**config.mk**
```make
export PLATFORM = sky130hd
export DESIGN_NAME = bitty_control_unit
export DESIGN_NICKNAME = d
export VERILOG_FILES = /design/src/rtl/bitty_pkg.sv /design/src/rtl/bitty_inst_decode.sv /design/src/rtl/bitty_control_unit.sv
export SDC_FILE = /design/constraint.sdc
export NUM_CORES = 1
export LEC_CHECK = 0
export CORE_MARGIN = 5
export CORE_UTILIZATION = 35
export CTS_BUF_LIST = sky130_fd_sc_hd__clkbuf_8
export CTS_CLUSTER_DIAMETER = 30
export DETAILED_ROUTE_END_ITERATION = 10
export GPL_TIMING_DRIVEN = 0
export PLACE_DENSITY = 0.82
export SETUP_SLACK_MARGIN = 0.02
export SYNTH_ARGS = -nofsm -noshare
export SYNTH_HDL_FRONTEND = slang
export SYNTH_SLANG_ARGS = --single-unit
```
**constraint.sdc**
```tcl
create_clock -name clk -period 1.8 [get_ports clk]
set_input_delay 0.36 -clock clk [delete_from_list [all_inputs] [get_ports clk]]
set_output_delay 0.36 -clock clk [all_outputs]
set_load 0.005 [all_outputs]
```
**src/rtl/bitty_pkg.sv**
```systemverilog
// Shared types and field layout for the Bitty control unit.
// The immediate instruction form is enabled by defining BITTY_IMM_EN.
package bitty_pkg;

  typedef enum logic [1:0] {
    IDLE   = 2'd0,
    LOAD_A = 2'd1,
    LOAD_B = 2'd2,
    WB     = 2'd3
  } state_t;

  localparam logic FMT_REG = 1'b0;
  localparam logic FMT_IMM = 1'b1;

  // Low-order fields sit below the rx/ry/immediate fields at fixed offsets.
  localparam int FMT_BIT  = 0;
  localparam int MODE_BIT = 1;
  localparam int SEL_LSB  = 2;
  localparam int SEL_W    = 4;
  localparam int IMM_LSB  = 6;

endpackage

```
**src/rtl/bitty_inst_decode.sv**
```systemverilog
// Combinational field extraction and one-hot destination decode for a latched instruction.
// BITTY_IMM_EN selects whether the fmt bit and the immediate field are honoured.
module bitty_inst_decode
  import bitty_pkg::*;
#(
  parameter int NUM_REGS = 8,
  parameter int INST_W   = 16,
  parameter int DATA_W   = 16,
  localparam int IDX_W   = $clog2(NUM_REGS)
) (
  input  logic [INST_W-1:0]   inst,
  output logic [IDX_W-1:0]    rx,
  output logic [IDX_W-1:0]    ry,
  output logic [SEL_W-1:0]    sel,
  output logic                mode,
  output logic                fmt_imm,
  output logic [DATA_W-1:0]   imm,
  output logic [NUM_REGS-1:0] rx_onehot
);

  localparam int IMM_W = INST_W - IDX_W - IMM_LSB;

  logic [IMM_W-1:0] imm_field;

  // ry occupies the top of the immediate field; both views are taken from the same bits.
  assign rx        = inst[INST_W-1 -: IDX_W];
  assign ry        = inst[INST_W-1-IDX_W -: IDX_W];
  assign imm_field = inst[INST_W-1-IDX_W : IMM_LSB];
  assign sel       = inst[SEL_LSB +: SEL_W];
  assign mode      = inst[MODE_BIT];

`ifdef BITTY_IMM_EN
  assign fmt_imm = (inst[FMT_BIT] == FMT_IMM);
  assign imm     = DATA_W'(imm_field);
`else
  logic unused_imm_bits;
  assign unused_imm_bits = ^{imm_field, inst[FMT_BIT]};
  assign fmt_imm         = 1'b0;
  assign imm             = '0;
`endif

  always_comb begin
    rx_onehot     = '0;
    rx_onehot[rx] = 1'b1;
  end

endmodule

```
**src/rtl/bitty_control_unit.sv**
```systemverilog
// Bitty control unit: accepts one instruction per handshake and sequences LOAD_A, LOAD_B, WB.
// Define BITTY_IMM_EN to enable the immediate instruction form.
module bitty_control_unit
  import bitty_pkg::*;
#(
  parameter int NUM_REGS = 8,
  parameter int INST_W   = 16,
  parameter int DATA_W   = 16,
  localparam int IDX_W   = $clog2(NUM_REGS)
) (
  input  logic                clk,
  input  logic                reset,
  input  logic [INST_W-1:0]   inst,
  input  logic                inst_valid,
  output logic                inst_ready,
  output logic [3:0]          sel,
  output logic                mode,
  output logic [IDX_W:0]      mux_sel,
  output logic [NUM_REGS-1:0] reg_enable,
  output logic                S_enable,
  output logic                C_enable,
  output logic [DATA_W-1:0]   imm,
  output logic                done
);

  localparam logic [IDX_W:0] MUX_IMM = (IDX_W+1)'(NUM_REGS);

  state_t                state, state_nxt;
  logic [INST_W-1:0]     inst_q;
  logic                  hs;
  logic [IDX_W-1:0]      rx, ry;
  logic                  fmt_imm;
  logic [NUM_REGS-1:0]   rx_onehot;

  assign inst_ready = (state == IDLE) || (state == WB);
  assign hs         = inst_valid && inst_ready;

  // State and instruction latch; reset also clears the latch so decoded outputs read 0.
  always_ff @(posedge clk) begin
    if (!reset) begin
      state  <= IDLE;
      inst_q <= '0;
    end else begin
      state <= state_nxt;
      if (hs) inst_q <= inst;
    end
  end

  bitty_inst_decode #(
    .NUM_REGS (NUM_REGS),
    .INST_W   (INST_W),
    .DATA_W   (DATA_W)
  ) u_decode (
    .inst      (inst_q),
    .rx        (rx),
    .ry        (ry),
    .sel       (sel),
    .mode      (mode),
    .fmt_imm   (fmt_imm),
    .imm       (imm),
    .rx_onehot (rx_onehot)
  );

  // Next state and Moore enables.
  always_comb begin
    state_nxt  = state;
    mux_sel    = '0;
    reg_enable = '0;
    S_enable   = 1'b0;
    C_enable   = 1'b0;
    done       = 1'b0;
    case (state)
      IDLE: begin
        if (inst_valid) state_nxt = LOAD_A;
      end
      LOAD_A: begin
        mux_sel   = {1'b0, rx};
        S_enable  = 1'b1;
        state_nxt = LOAD_B;
      end
      LOAD_B: begin
        mux_sel   = fmt_imm ? MUX_IMM : {1'b0, ry};
        C_enable  = 1'b1;
        state_nxt = WB;
      end
      WB: begin
        reg_enable = rx_onehot;
        done       = 1'b1;
        state_nxt  = inst_valid ? LOAD_A : IDLE;
      end
      default: state_nxt = IDLE;
    endcase
  end

endmodule

```
==> flow_summary.json <==
{
  "row_count": 17,
  "maxCapViolCount": 0,
  "htreeDepth": 1,
  "worst-r2r-cell-count": 7,
  "synth.avg_cell_area_um2": 7.69,
  "fin_crit_ps": 1720,
  "synth-compound-area-share_pct": 13.8,
  "wire_per_inst_um": 11.5,
  "synthMuxAreaShare_pct": 1.22,
  "wirelength_um": 2210,
  "setup_viol": 0,
  "layout.nets": 190,
  "clk_path_buf_depth": 2,
  "r2r_slack_ps": 380,
  "synth-seq-area-share_pct": 31.6,
  "fillers": 229,
  "synthAdderAreaFrac_pct": 9.12,
  "synth_xor_area_share_pct": 0,
  "peakVddDrop_uv": 836,
  "syn_to_final_growth_pct": 68.1,
  "worstPathCellList": "buf_6 -> inv_4 -> ha_4 -> inv_2 -> dlygate4sd2_1",
  "io_pins": 56,
  "grt_pass1_wl_um": 3480,
  "die_area_um2": 3420,
  "cts_tree": "built",
  "core_region_area_um2": 2230,
  "timing.rr.end": "inst_q[3]",
  "place_congestion": 0.704,
  "min_from": "inst_q[11]",
  "cp.arrival_ps": 1360,
  "io_buffers": 33,
  "cp-start-kind": "flip-flop",
  "fin_skew_ps": 3.39,
  "antenna_left": 0,
  "vias_per_cell": 4.24,
  "status": "completed",
  "placed_cells": 184,
  "synth_cells": 107,
  "crit_slowest_cell": "dfxtp_4",
  "holdPathEnd": "inst_q[11]",
  "fmax_mhz": 581,
  "via_count": 815,
  "place.detailed.hpwl_um": 1670,
  "power_density_nw_per_um2": 1150,
  "clk_pin_slew_ps": 50,
  "critPathMaxStageDelay_ps": 370,
  "synth_area_um2": 823,
  "worst-setup-path-type": "reg2out",
  "final_common_cell": "buf_4",
  "grt_pass1_vias": 812,
  "period_share_pct": 95.6,
  "dieWidth_um": 58.5,
  "synth-seq-cells": 13,
  "crit_fanout": 5,
  "drc_errors": 0,
  "numClockSinks": 13,
  "antenna-diode-count": 0,
  "cts_root_buffer": "clkbuf_8",
  "worstHoldPathCells": 2,
  "drive_gt1_share_pct": 29.3,
  "numCtsBuffers": 3,
  "cp-end-kind": "primary output",
  "maxSlewViolCount": 0,
  "overflow": 0,
  "hold_violations": 0,
  "layout_common_cells": "buf_4, nand2_1, clkdlybuf4s50_1, conb_1, dfxtp_1",
  "synth_simple_gate_area_share_pct": 21.3,
  "worstPathRequired_ps": 1440,
  "hp-class": "reg2reg",
  "groute.usage.overall_pct": 13.1,
  "dieHeight_um": 58.5,
  "drtPass1Iterations": 3,
  "final_cell_area_um2": 1380,
  "start_util_pct": 36.9,
  "grt_max_degree": 11,
  "antenna_found_initial": 0,
  "ys_types": 19,
  "placed_cell_area_um2": 1250,
  "leakage_nw": 0.690,
  "rsz0062_at_grt": "false",
  "drt_iter0_drc": 5,
  "reg2reg_from": "state[0]",
  "stdcell_count": 192,
  "synth_top_family_by_area": "buffers and inverters",
  "yosys_warnings": 0,
  "clock_latency_ps": 240
}
how the worst max path moves through the flow:
stage	from	end	slack (ps)	depth (start not counted)
CTS	state[1]	reg_enable[5]	-50	4
global route	state[1]	S_enable	20	3
finish	state[0]	inst_ready	80	5
floorplan	state[0]	mux_sel[0]	460	4
global placement	state[1]	mux_sel[0]	-110	5
detailed placement	state[1]	mux_sel[2]	-180	5
where the power goes:
| group | switching, mW | leakage [nW] | internal [mW] |
|---|---|---|---|
| registers | 0.0903 | 0.108 | 0.381 |
| logic | 0.419 | 0.555 | 0.453 |
| clock network | 0.0990 | 0.0269 | 0.150 |
| total | 0.608 | 0.690 | 0.984 |
through the flow:
step           power [mW]  utilization, %  hold slack (ps)  setup TNS (ps)  setup slack [ps]
4_1_cts              1.54            60.2              454           -54.2             -54.2
3_5_place_dp         1.17            55.9              447            -694              -185
6_report             1.59            62.0              458               0              79.8
3_3_place_gp         1.13            55.9              444            -328              -107
2_1_floorplan       0.866               -              435               0               465
5_1_grt              1.73            62.0              494               0              24.3
layout make-up:
cell class	instances	area, µm²	area share [%]
Buffer	23	170	12.3
Clock buffer	3	41.3	2.98
Clock inverter	1	3.75	0.271
Inverter	4	17.5	1.27
Multi-Input combinational cell	83	505	36.5
Sequential cell	13	268	19.3
Tap cell	28	35.0	2.53
Timing Repair Buffer	37	343	24.8
logic make-up (layout without fill, tap and decap cells):
group,count (synthesis),in the layout
AND/OR/NAND/NOR,42,42
multiplexers,1,1
buffers and inverters,27,68
flip-flops,13,13
adder cells (fa/ha/maj),6,6
other,1,17
AO/OA/AOI/OAI,17,17
sequential cells by signal (all words and copies together), names as in the netlist:
register	cells
inst_q	11
state	2
layer usage:
metal  routed length, µm  global-route usage (%)
met1                 843                    13.3
met2                1130                    24.7
met3                 193                    2.63
met4                  43                    6.95
met5                   0                       0
synth_stat cells:
master	instances	area share, %
a22oi_1	3	2.7
ha_1	6	9.1
nand2b_1	5	3.8
a21boi_1	5	4.6
a211oi_1	1	0.91
mux2i_1	1	1.2
nor3_1	2	1.2
a221oi_1	1	1.1
o21ai_1	1	0.61
nor2_1	10	4.6
a21boi_0	1	0.91
nand2_1	24	11
dfxtp_1	13	32
buf_4	22	20
a21oi_1	5	3.0
inv_1	4	1.8
nor2b_1	1	0.76
buf_2	1	0.61
conb_1	1	0.46
timing repair:
action                                  CTS  global route
buffers inserted                          1             3
pin swaps                                 1             2
endpoints found under the hold margin     0             0
endpoints found under the setup margin   14             4
gates resized for setup                  37             7
hold buffers                              0             0
critical path: cells and delay by family, from the launching register on:
| kind | cells | cell delay [ps] |
|---|---|---|
| buf+inv | 4 | 480 |
| flops | 1 | 370 |
| fa+ha+maj | 1 | 280 |
No activity file was read; power rests on OpenSTA's default activity.
